**config.mk**
```make
export PLATFORM = sky130hd
export DESIGN_NAME = booth_mul_arbiter
export DESIGN_NICKNAME = d
export VERILOG_FILES = /design/src/rtl/booth_mul_arbiter.sv
export SDC_FILE = /design/constraint.sdc
export NUM_CORES = 1
export LEC_CHECK = 0
export ABC_AREA = 1
export BUFFER_PORTS_ARGS = -buffer_cell sky130_fd_sc_hd__buf_2
export CAP_MARGIN = 20
export CORE_MARGIN = 8
export CORE_UTILIZATION = 51
export CTS_CLUSTER_DIAMETER = 40
export DETAILED_ROUTE_END_ITERATION = 6
export PLACE_DENSITY = 0.9
export SYNTH_ARGS = -nofsm -noshare
export SYNTH_HDL_FRONTEND = slang
export SYNTH_SLANG_ARGS = --single-unit
```
**constraint.sdc**
```tcl
create_clock -name clk -period 3.5 [get_ports clk]
set_input_delay 0.525 -clock clk [delete_from_list [all_inputs] [get_ports clk]]
set_output_delay 0.525 -clock clk [all_outputs]
set_load 0.1 [all_outputs]
```
**src/rtl/booth_mul_arbiter.sv**
```systemverilog
// Round-robin arbiter and sequencer sharing one sequential Booth multiplier among
// N_REQ requesters: grant, clear, start, wait under a watchdog, then respond.
module booth_mul_arbiter #(
    parameter int N_REQ   = 4,
    parameter int WIDTH   = 8,
    parameter int TIMEOUT = 64
) (
    input  logic                   clk,
    input  logic                   rst,
    input  logic [N_REQ-1:0]       req,
    input  logic [N_REQ*WIDTH-1:0] req_a,
    input  logic [N_REQ*WIDTH-1:0] req_b,
    output logic [N_REQ-1:0]       gnt,
    output logic [N_REQ-1:0]       rsp_valid,
    output logic [2*WIDTH-1:0]     rsp_data,
    output logic                   rsp_err,
    output logic                   busy,
    output logic                   mul_rst,
    output logic                   mul_start,
    output logic [WIDTH-1:0]       mul_m,
    output logic [WIDTH-1:0]       mul_q,
    input  logic                   mul_done,
    input  logic [2*WIDTH-1:0]     mul_p
);
    localparam int PW = $clog2(N_REQ);
    localparam int CW = $clog2(TIMEOUT);
    localparam logic [PW-1:0] PTR_LAST = PW'(N_REQ - 1);
    localparam logic [CW-1:0] CNT_LAST = CW'(TIMEOUT - 1);

    typedef enum logic [2:0] {IDLE, CLR, START, WAIT, RESP} state_t;

    state_t             state_q, state_d;
    logic [PW-1:0]      ptr_q, ptr_d;
    logic [PW-1:0]      win_q, win_d;
    logic [N_REQ-1:0]   gnt_q, gnt_d;
    logic [WIDTH-1:0]   op_m_q, op_m_d;
    logic [WIDTH-1:0]   op_q_q, op_q_d;
    logic [CW-1:0]      cnt_q, cnt_d;
    logic [2*WIDTH-1:0] rsp_data_q, rsp_data_d;
    logic               rsp_err_q, rsp_err_d;

    logic [WIDTH-1:0]   a_arr [N_REQ];
    logic [WIDTH-1:0]   b_arr [N_REQ];
    logic               found;
    logic [PW-1:0]      win_sel;

    for (genvar i = 0; i < N_REQ; i++) begin : g_unpack
        assign a_arr[i] = req_a[i*WIDTH +: WIDTH];
        assign b_arr[i] = req_b[i*WIDTH +: WIDTH];
    end

    // First asserted request found walking upward from ptr, wrapping around.
    always_comb begin
        int idx;
        found   = 1'b0;
        win_sel = '0;
        idx     = 0;
        for (int k = 0; k < N_REQ; k++) begin
            idx = int'(ptr_q) + k;
            if (idx >= N_REQ) begin
                idx = idx - N_REQ;
            end
            if (!found && req[idx[PW-1:0]]) begin
                found   = 1'b1;
                win_sel = idx[PW-1:0];
            end
        end
    end

    always_comb begin
        state_d    = state_q;
        ptr_d      = ptr_q;
        win_d      = win_q;
        gnt_d      = gnt_q;
        op_m_d     = op_m_q;
        op_q_d     = op_q_q;
        cnt_d      = cnt_q;
        rsp_data_d = rsp_data_q;
        rsp_err_d  = rsp_err_q;
        case (state_q)
            IDLE: begin
                if (found) begin
                    win_d          = win_sel;
                    op_m_d         = a_arr[win_sel];
                    op_q_d         = b_arr[win_sel];
                    gnt_d          = '0;
                    gnt_d[win_sel] = 1'b1;
                    state_d        = CLR;
                end
            end
            CLR: begin
                cnt_d   = '0;
                state_d = START;
            end
            START: begin
                state_d = WAIT;
            end
            // Done wins over the watchdog when both land in the same cycle.
            WAIT: begin
                cnt_d = cnt_q + 1'b1;
                if (mul_done) begin
                    rsp_data_d = mul_p;
                    rsp_err_d  = 1'b0;
                    state_d    = RESP;
                end else if (cnt_q == CNT_LAST) begin
                    rsp_data_d = '0;
                    rsp_err_d  = 1'b1;
                    state_d    = RESP;
                end
            end
            RESP: begin
                ptr_d     = (win_q == PTR_LAST) ? '0 : win_q + 1'b1;
                gnt_d     = '0;
                rsp_err_d = 1'b0;
                state_d   = IDLE;
            end
            default: begin
                state_d = IDLE;
            end
        endcase
    end

    always_ff @(posedge clk) begin
        if (rst) begin
            state_q    <= IDLE;
            ptr_q      <= '0;
            win_q      <= '0;
            gnt_q      <= '0;
            op_m_q     <= '0;
            op_q_q     <= '0;
            cnt_q      <= '0;
            rsp_data_q <= '0;
            rsp_err_q  <= 1'b0;
        end else begin
            state_q    <= state_d;
            ptr_q      <= ptr_d;
            win_q      <= win_d;
            gnt_q      <= gnt_d;
            op_m_q     <= op_m_d;
            op_q_q     <= op_q_d;
            cnt_q      <= cnt_d;
            rsp_data_q <= rsp_data_d;
            rsp_err_q  <= rsp_err_d;
        end
    end

    assign gnt       = gnt_q;
    assign rsp_valid = (state_q == RESP) ? gnt_q : '0;
    assign rsp_data  = rsp_data_q;
    assign rsp_err   = rsp_err_q;
    assign busy      = (state_q != IDLE);
    assign mul_rst   = rst | (state_q == CLR);
    assign mul_start = (state_q == START);
    assign mul_m     = op_m_q;
    assign mul_q     = op_q_q;

endmodule

```
==> results_dict.tcl, run 1 <==
set metrics [dict create \
    syn_inst 455 \
    skew_ns 0.00617 \
    synth-warning-count 0 \
    drc_errors 0 \
    wl_um 8580 \
    io_buffer_count 130 \
    critPathMaxFanout 27 \
    path_class "reg2reg" \
    rsz0062_at_grt "no" \
    grt_pass1_wl_um 14500 \
    path_clk_slew_ns 0.10 \
    ys_ff_latch 50 \
    p_leak_nw 1.88 \
    synth.distinct_cells 29 \
    p_per_area_nw_per_um2 461 \
    report.final.slew_viol_count 0 \
    fin_setup_tns_ns 0 \
    finalNetCount 660 \
    hold_class "reg2reg" \
    post_cts_resized 0 \
    maxCapViolCount 0 \
    place_hpwl_um 6570 \
    drt_iter0_markers 190 \
    cts_hold_buf 0 \
    slew_headroom_pct 49.3 \
    num_rows 27 \
    syn_area_um2 2890 \
    whs_ns 0.463 \
    cp.arrival_ns 2.79 \
    layout_min_cycle_time_ns 2.58 \
    antenna_found_initial 0 \
    wl_per_cell_um 13.3 \
    die_area_um2 8320 \
    setup-violations-final 0 \
    ys_seq_area_share_pct 34.7 \
    finalCritPeriodShare_pct 73.8 \
    die_width_um 91.2 \
    drive_gt1_share_pct 29.0 \
    start_util_pct 52.7 \
    cp_data_required_time_ns 3.70 \
    peakVddDrop_mv 0.306 \
    synth.avg_cell_area_um2 6.34 \
    syn_to_final_growth_pct 25.0 \
    post-cts-setup-buffers 0 \
    io_pins 131 \
    clk_latency_ns 0.31 \
    cts_inserted_buffers 5 \
    outcome "finished, final reports clean" \
    antenna_left 0 \
    place.gp.congestion 0.942 \
    hold_viol 0 \
    post_dp_cell_area_um2 3510 \
    routed_via_density 5.19 \
    cts_root_buf "clkbuf_8" \
    grt-ovfl-total 0 \
    clock.fmax_mhz 387 \
    layout_common_cells "143 x nand2_1, 130 x buf_2, 77 x nand3_1" \
    clock_sink_count 50 \
    final_common_cell "nand2_1" \
    mappedNetlistNets 544 \
    firstDrtPassIters 4 \
    track_usage_pct 20.4 \
    cts_tree "built" \
    critPathCaptureType "flip-flop" \
    grt_pass1_vias 3327 \
    cts_buffer_depth 2 \
    vias 3345 \
    setup.worst_path.start_class "flip-flop" \
    antenna-diode-count 0 \
    design_area_um2 3610 \
    worstMarginPinSlew_ns 0.759 \
    core_area_um2 5470 \
    die_height_um 91.2 \
    grt_max_degree 39 \
    htreeDepth 2 \
]
-- cell families after synthesis --
family / after synthesis / synth area share [%]
buffers and inverters: 59 / 9.45
adder cells (fa/ha/maj): 2 / 0.867
AO/OA/AOI/OAI: 50 / 9.41
flip-flops: 50 / 34.7
AND/OR/NAND/NOR: 294 / 45.6
-- Yosys cell counts, drive strengths merged --
library cell | number | area (um2)
nor3b | 1 | 7.51
clkbuf | 12 | 45.0
nand3 | 80 | 423
a21oi | 28 | 144
nand4 | 2 | 12.5
inv | 35 | 131
o21ai | 17 | 88.8
ha | 2 | 25.0
a211oi | 2 | 15.0
nor3 | 1 | 5.00
a221oi | 2 | 17.5
dfxtp | 50 | 1000
nand2 | 155 | 627
nor2 | 55 | 240
buf | 12 | 96.3
a31oi | 1 | 6.26
-- final cells by class --
class / count / area [um2]
clock inverter: 2 / 16.3
inverter: 35 / 131
sequential: 50 / 1000
fill: 501 / 1870
clock buffer: 6 / 82.6
multi-input combinational: 346 / 1610
tap: 72 / 90.1
timing repair buffer: 133 / 673
-- sequential cells by signal, indices dropped and copies added (netlist names) --
name and count:
rsp_data 16, gnt 4, mul_q 8, state_q 3, ptr_q 2, win_q 2, cnt_q 6, mul_m 8
rsp_err 1
-- through the flow --
stage	setup slack (ns)	utilization [%]	power (mW)	cells
2_1_floorplan	0.645	-	1.18	455
3_3_place_gp	1.10	64.1	1.30	636
3_5_place_dp	0.988	64.1	1.31	636
4_1_cts	0.971	65.9	1.67	644
5_1_grt	0.675	65.9	1.75	644
6_report	0.917	65.9	1.66	644
-- report_power, final --
group	total, mW	switching [mW]	internal, mW
combinational	0.659	0.512	0.148
sequential	0.638	0.0256	0.612
clock	0.364	0.201	0.163
total	1.66	0.739	0.923
-- worst max-delay path: stages (launching register included) --
cell and delay [ns]:
dfxtp_1 0.60, inv_2 0.18, nand2_2 0.12, nand3_1 0.11, nand2_2 0.13, nor2_4 0.06, nand2_1 0.07, o21ai_0 0.08
inv_1 0.57, buf_4 0.32, nand2_1 0.07, nor2_1 0.12, nor2_1 0.05
-- worst paths after layout --
path	start	to	slack (ns)	cells past startpoint
hold reg to reg	rsp_data[2]$_SDFFE_PP0P_	rsp_data[2]$_SDFFE_PP0P_	0.46	2
setup reg to reg	ptr_q[0]$_SDFFE_PP0N_	mul_m[7]$_SDFFE_PP0P_	0.92	12
hold / removal	rsp_data[2]$_SDFFE_PP0P_	rsp_data[2]$_SDFFE_PP0P_	0.46	2
setup / recovery	ptr_q[0]$_SDFFE_PP0N_	mul_m[7]$_SDFFE_PP0P_	0.92	12
-- per-layer routing --
layer | wire length, um | up-vias | share of wire, % | track usage [%]
met1 | 3460 | 1519 | 40 | 21.7
met4 | 178 | 0 | 2.1 | 6.96
li1 | - | 1689 | - | -
met3 | 593 | 17 | 6.9 | 5.76
met2 | 4350 | 120 | 51 | 37.7
met5 | 0 | - | 0 | 0
Power figures use the tool's default switching activity.
==> inputs of run 2 (changes only) <==
- CORE_UTILIZATION: 51 -> 43
- PLACE_DENSITY: 0.9 -> 0.81
- clock period: 3.5 -> 2.21 ns (I/O delays scaled with it)
==> results_dict.tcl, run 2 (same netlist as run 1, synthesis figures left out) <==
set metrics [dict create \
    outcome "finished, final reports clean" \
    crit_start "ptr_q[0]$_SDFFE_PP0N_" \
    start_util_pct 43.4 \
    routed_via_density 5.01 \
    slew_headroom_pct 64.9 \
    worstPathCellList "buf_4 > nand2_1 > nand2_1 > nand2_1 > nand2_2 > nor2_1 > nor2_2 > nand2_8 > nand2_8 > buf_6 > nand2_1 > nand2_1 > nand2_1 > nand3_1 > nand2_1 > inv_1" \
    multi_input_area_um2 1660 \
    layout_common_cells "143 x nand2_1, 129 x buf_2, 77 x nand3_1" \
    post-cts-setup-buffers 0 \
    cts_tree "built" \
    setup.worst_path.start_class "flip-flop" \
    cp.arrival_ns 2.27 \
    num_rows 30 \
    skew_ns 0.0104 \
    holdPathStages 3 \
    report.final.slew_viol_count 0 \
    finalCritPeriodShare_pct 91.1 \
    cts_buffer_depth 2 \
    r2r-start "ptr_q[0]$_SDFFE_PP0N_" \
    die_width_um 97.9 \
    p_leak_nw 1.94 \
    p_per_area_nw_per_um2 733 \
    r2r-end "mul_m[4]$_SDFFE_PP0P_" \
    drt_iter0_markers 214 \
    cpMostUsedCell "nand2_1" \
    critPathCaptureType "flip-flop" \
    fill_cells 627 \
    io_pins 131 \
    clk_latency_ns 0.31 \
    vias 3297 \
    maxCapViolCount 0 \
    core_area_um2 6640 \
    final_common_cell "nand2_1" \
    worstMarginPinSlew_ns 0.525 \
    place_ws_ns 0.0457 \
    cts_inserted_buffers 5 \
    hold_class "in2reg" \
    critPathMaxFanout 17 \
    fin_setup_tns_ns 0 \
    layout_min_cycle_time_ns 2.01 \
    slowest_stage "dfxtp_2" \
    path_clk_slew_ns 0.10 \
    grt_max_degree 36 \
    htreeDepth 2 \
    die_height_um 97.9 \
    seqCellArea_um2 1000 \
    hold_viol 0 \
    firstDrtPassIters 6 \
    setup_ws_ns 0.197 \
    clock_sink_count 50 \
    min_from "mul_p[4]" \
    slowest_delay_ns 0.42 \
    setup-violations-final 0 \
    die_area_um2 9590 \
    peakVddDrop_mv 0.467 \
    cts_root_buf "clkbuf_8" \
    grt_pass1_wl_um 14300 \
    grt_pass1_vias 3243 \
    worstRegToRegCells 16 \
    place.gp.congestion 0.886 \
    drive_gt1_share_pct 30.8 \
    io_buffer_count 130 \
    grt-ovfl-total 0 \
    drc_errors 0 \
    antenna-diode-count 0 \
    place_hpwl_um 6670 \
    syn_to_final_growth_pct 30.5 \
    reg2reg_setup_slack_ns 0.20 \
    antenna_found_initial 0 \
    wl_um 8620 \
    antenna_left 0 \
    holdPathEnd "rsp_data[4]$_SDFFE_PP0P_" \
    rsz0062_at_grt "no" \
    cp_data_required_time_ns 2.46 \
    clock.fmax_mhz 497 \
    track_usage_pct 17.5 \
    path_class "reg2reg" \
    finalNetCount 666 \
    largest_reg_flops 16 \
    wl_per_cell_um 13.1 \
]
run 2: cell types whose count changed in the layout (fill, tap and decap cells not counted), moves of 2 or more:
| cell | previous run | this run |
|---|---|---|
| dfxtp_2 | 0 | 2 |
| nor2_4 | 2 | 6 |
| buf_4 | 3 | 6 |
| buf_12 | 0 | 2 |
| buf_6 | 0 | 2 |
| dfxtp_1 | 50 | 48 |
| nand2_4 | 3 | 1 |
| nor2_1 | 51 | 47 |
| nand2_8 | 0 | 2 |
run 2: power breakdown:
group	leakage (nW)	switching (mW)	internal [mW]
clock network	0.0587	0.318	0.343
registers	0.410	0.0433	0.970
logic	1.47	0.820	0.265
total	1.94	1.18	1.58
run 2: area by class of cell:
class	instances	share of cell area (%)
clock buffers	5	1.83
clock inverters	3	1.26
inverters	35	3.55
multi-input cells	346	44.1
flip-flops and latches	50	26.6
well taps	80	2.66
repair buffers	139	20.0
run 2: how the worst max path moves through the flow:
stage	end	slack, ns	depth (start not counted)
finish	mul_m[4]$_SDFFE_PP0P_	0.20	16
CTS	mul_m[4]$_SDFFE_PP0P_	0.02	16
global route	mul_m[1]$_SDFFE_PP0P_	0.01	16
global placement	mul_m[2]$_SDFFE_PP0P_	0.11	13
detailed placement	mul_m[4]$_SDFFE_PP0P_	0.05	15
floorplan	mul_start	0.17	3
run 2: metal layers:
metal  wire length, um  up-vias  part of all wire, %  global-route usage, %
li1                  -     1705                    -                      -
met2              4290      105                   50                   30.7
met4               178        0                  2.1                   6.24
met3               497       17                  5.8                   4.69
met5                 0        -                    0                      0
met1              3660     1470                   42                   19.9
run 2: metrics by stage:
stage	hold WS (ns)	power, mW	instances	utilization [%]	cell area (um2)
after floorplan	0.463	1.87	455	-	2920
after global placement	0.446	2.09	650	54.5	3620
after detailed placement	0.449	2.11	650	54.5	3620
after CTS	0.273	2.76	658	56.2	3740
after global routing	0.270	2.90	658	56.7	3770
final	0.279	2.76	658	56.7	3770
run 2: timing repair:
item	in CTS	in global routing
hold buffers	0	0
endpoints found under the setup margin	0	16
resized for setup	0	8
run 2: worst max-delay path, delay by kind of cell (launching register included):
kind / cells / cell delay [ns]
buffers and inverters: 3 / 0.39
AND/OR/NAND/NOR: 13 / 1.16
flip-flops: 1 / 0.42
==> inputs of run 3 (changes only) <==
- CELL_PAD_IN_SITES_DETAIL_PLACEMENT: unset -> 1
- CELL_PAD_IN_SITES_GLOBAL_PLACEMENT: unset -> 1
- CORE_UTILIZATION: 43 -> 28
- GPL_TIMING_DRIVEN: unset -> 0
- PLACE_DENSITY: 0.81 -> 0.8
==> results_dict.tcl, run 3 (same netlist as run 1, synthesis figures left out) <==
set metrics [dict create \
    outcome "finished, final reports clean" \
    worstPathCellList "nor2_1 > nand2_1 > nor2_4 > buf_2" \
    clock.fmax_mhz 488 \
    htreeDepth 2 \
    placedCellCount 719 \
    layout_min_cycle_time_ns 2.05 \
    hold_viol 0 \
    report.final.slew_viol_count 0 \
    grt_max_degree 17 \
    whs_ns 0.286 \
    wl_um 10700 \
    crit_family "simple AND/OR/NAND/NOR gates" \
    place.gp.congestion 0.821 \
    syn_to_final_growth_pct 33.8 \
    cp_data_required_time_ns 1.88 \
    vias 3473 \
    rsz0062_at_grt "no" \
    num_rows 37 \
    io_pins 131 \
    grt_pass1_vias 3804 \
    maxCapViolCount 0 \
    critPathBufInv 1 \
    slowest_delay_ns 0.45 \
    cts_root_buf "clkbuf_8" \
    post_dp_cell_area_um2 3730 \
    track_usage_pct 15.2 \
    grt-ovfl-total 0 \
    p_per_area_nw_per_um2 729 \
    setup-violations-final 0 \
    path_clk_slew_ns 0.10 \
    wl_per_cell_um 14.7 \
    critPathMaxFanout 8 \
    seqCellArea_um2 1000 \
    finalNonFillerCells 727 \
    setup.worst_path.start_class "flip-flop" \
    skew_ns 0.0182 \
    place_hpwl_um 8880 \
    fill_cells 1389 \
    slowest_stage "buf_2" \
    core_area_um2 10200 \
    critPathCaptureType "output port" \
    antenna_left 0 \
    clk_latency_ns 0.30 \
    multi_input_area_um2 1650 \
    drt_iter0_markers 117 \
    antenna_found_initial 0 \
    p_leak_nw 1.95 \
    peakVddDrop_mv 0.299 \
    largest_reg_flops 16 \
    antenna-diode-count 0 \
    design_power_total_mw 2.81 \
    finalCritPeriodShare_pct 92.8 \
    routed_via_density 4.78 \
    path_class "reg2out" \
    fin_setup_tns_ns 0 \
    start_util_pct 28.3 \
    io_buffer_count 128 \
    worstMarginPinSlew_ns 0.549 \
    design_area_um2 3860 \
    drive_gt1_share_pct 30.8 \
    slew_headroom_pct 63.3 \
    cts_tree "built" \
    clock_sink_count 50 \
    layout_common_cells "143 x nand2_1, 135 x buf_2, 77 x nand3_1" \
    final_common_cell "nand2_1" \
    cts_buffer_depth 2 \
    post-cts-setup-buffers 0 \
    drc_errors 0 \
    hold_class "in2reg" \
    finalNetCount 679 \
    grt_pass1_wl_um 17900 \
    die_width_um 118 \
    die_height_um 118 \
    cts_inserted_buffers 5 \
    cp.arrival_ns 1.72 \
    die_area_um2 13800 \
    firstDrtPassIters 5 \
]
run 3: path summary, 6_finish.rpt:
| path | startpoint | end | slack (ns) | depth (start not counted) |
|---|---|---|---|---|
| setup / recovery | state_q[1]$_SDFFE_PP0P_ | rsp_valid[1] | 0.16 | 4 |
| hold / removal | mul_p[3] | rsp_data[3]$_SDFFE_PP0P_ | 0.29 | 3 |
| setup reg to reg | ptr_q[0]$_SDFFE_PP0N_ | mul_q[3]$_SDFFE_PP0P_ | 0.24 | 14 |
| hold reg to reg | rsp_data[0]$_SDFFE_PP0P_ | rsp_data[0]$_SDFFE_PP0P_ | 0.46 | 2 |
run 3: per-stage QoR:
stage / util (%) / setup slack, ns
6_report: 37.9 / 0.159
5_1_grt: 37.9 / 0.00568
4_1_cts: 37.8 / 0.0809
3_5_place_dp: 36.6 / 0.108
3_3_place_gp: 36.6 / 0.180
2_1_floorplan: - / 0.172
run 3: what timing repair did:
action                                  4_1_cts  5_1_grt
endpoints found under the setup margin        0       33
hold buffers                                  0        0
gates resized for setup                       0       10
run 3: worst min-delay path, cell delays in order:
cell and delay, ns:
buf_2 0.09, nand3_1 0.07, a21oi_1 0.06
run 3: power breakdown:
group / switching (mW) / internal, mW
logic: 0.852 / 0.262
clock network: 0.317 / 0.373
registers: 0.0412 / 0.970
total: 1.21 / 1.60
run 3: routing by layer:
layer  vias to the layer above  GRT usage [%]  routed length, um
li1                       1733              -                  -
met1                      1651           16.9               4530
met2                        75           29.1               5600
met3                        14           2.64                373
met4                         0           3.92                199
met5                         -              0                  0
run 3: final cells by class:
type	count	area share, %
timing repair buffer	128	16.6
buffer	24	3.73
tap	136	4.41
clock buffer	6	2.14
multi-input combinational	346	42.6
clock inverter	2	1.00
inverter	35	3.53
sequential	50	26.0
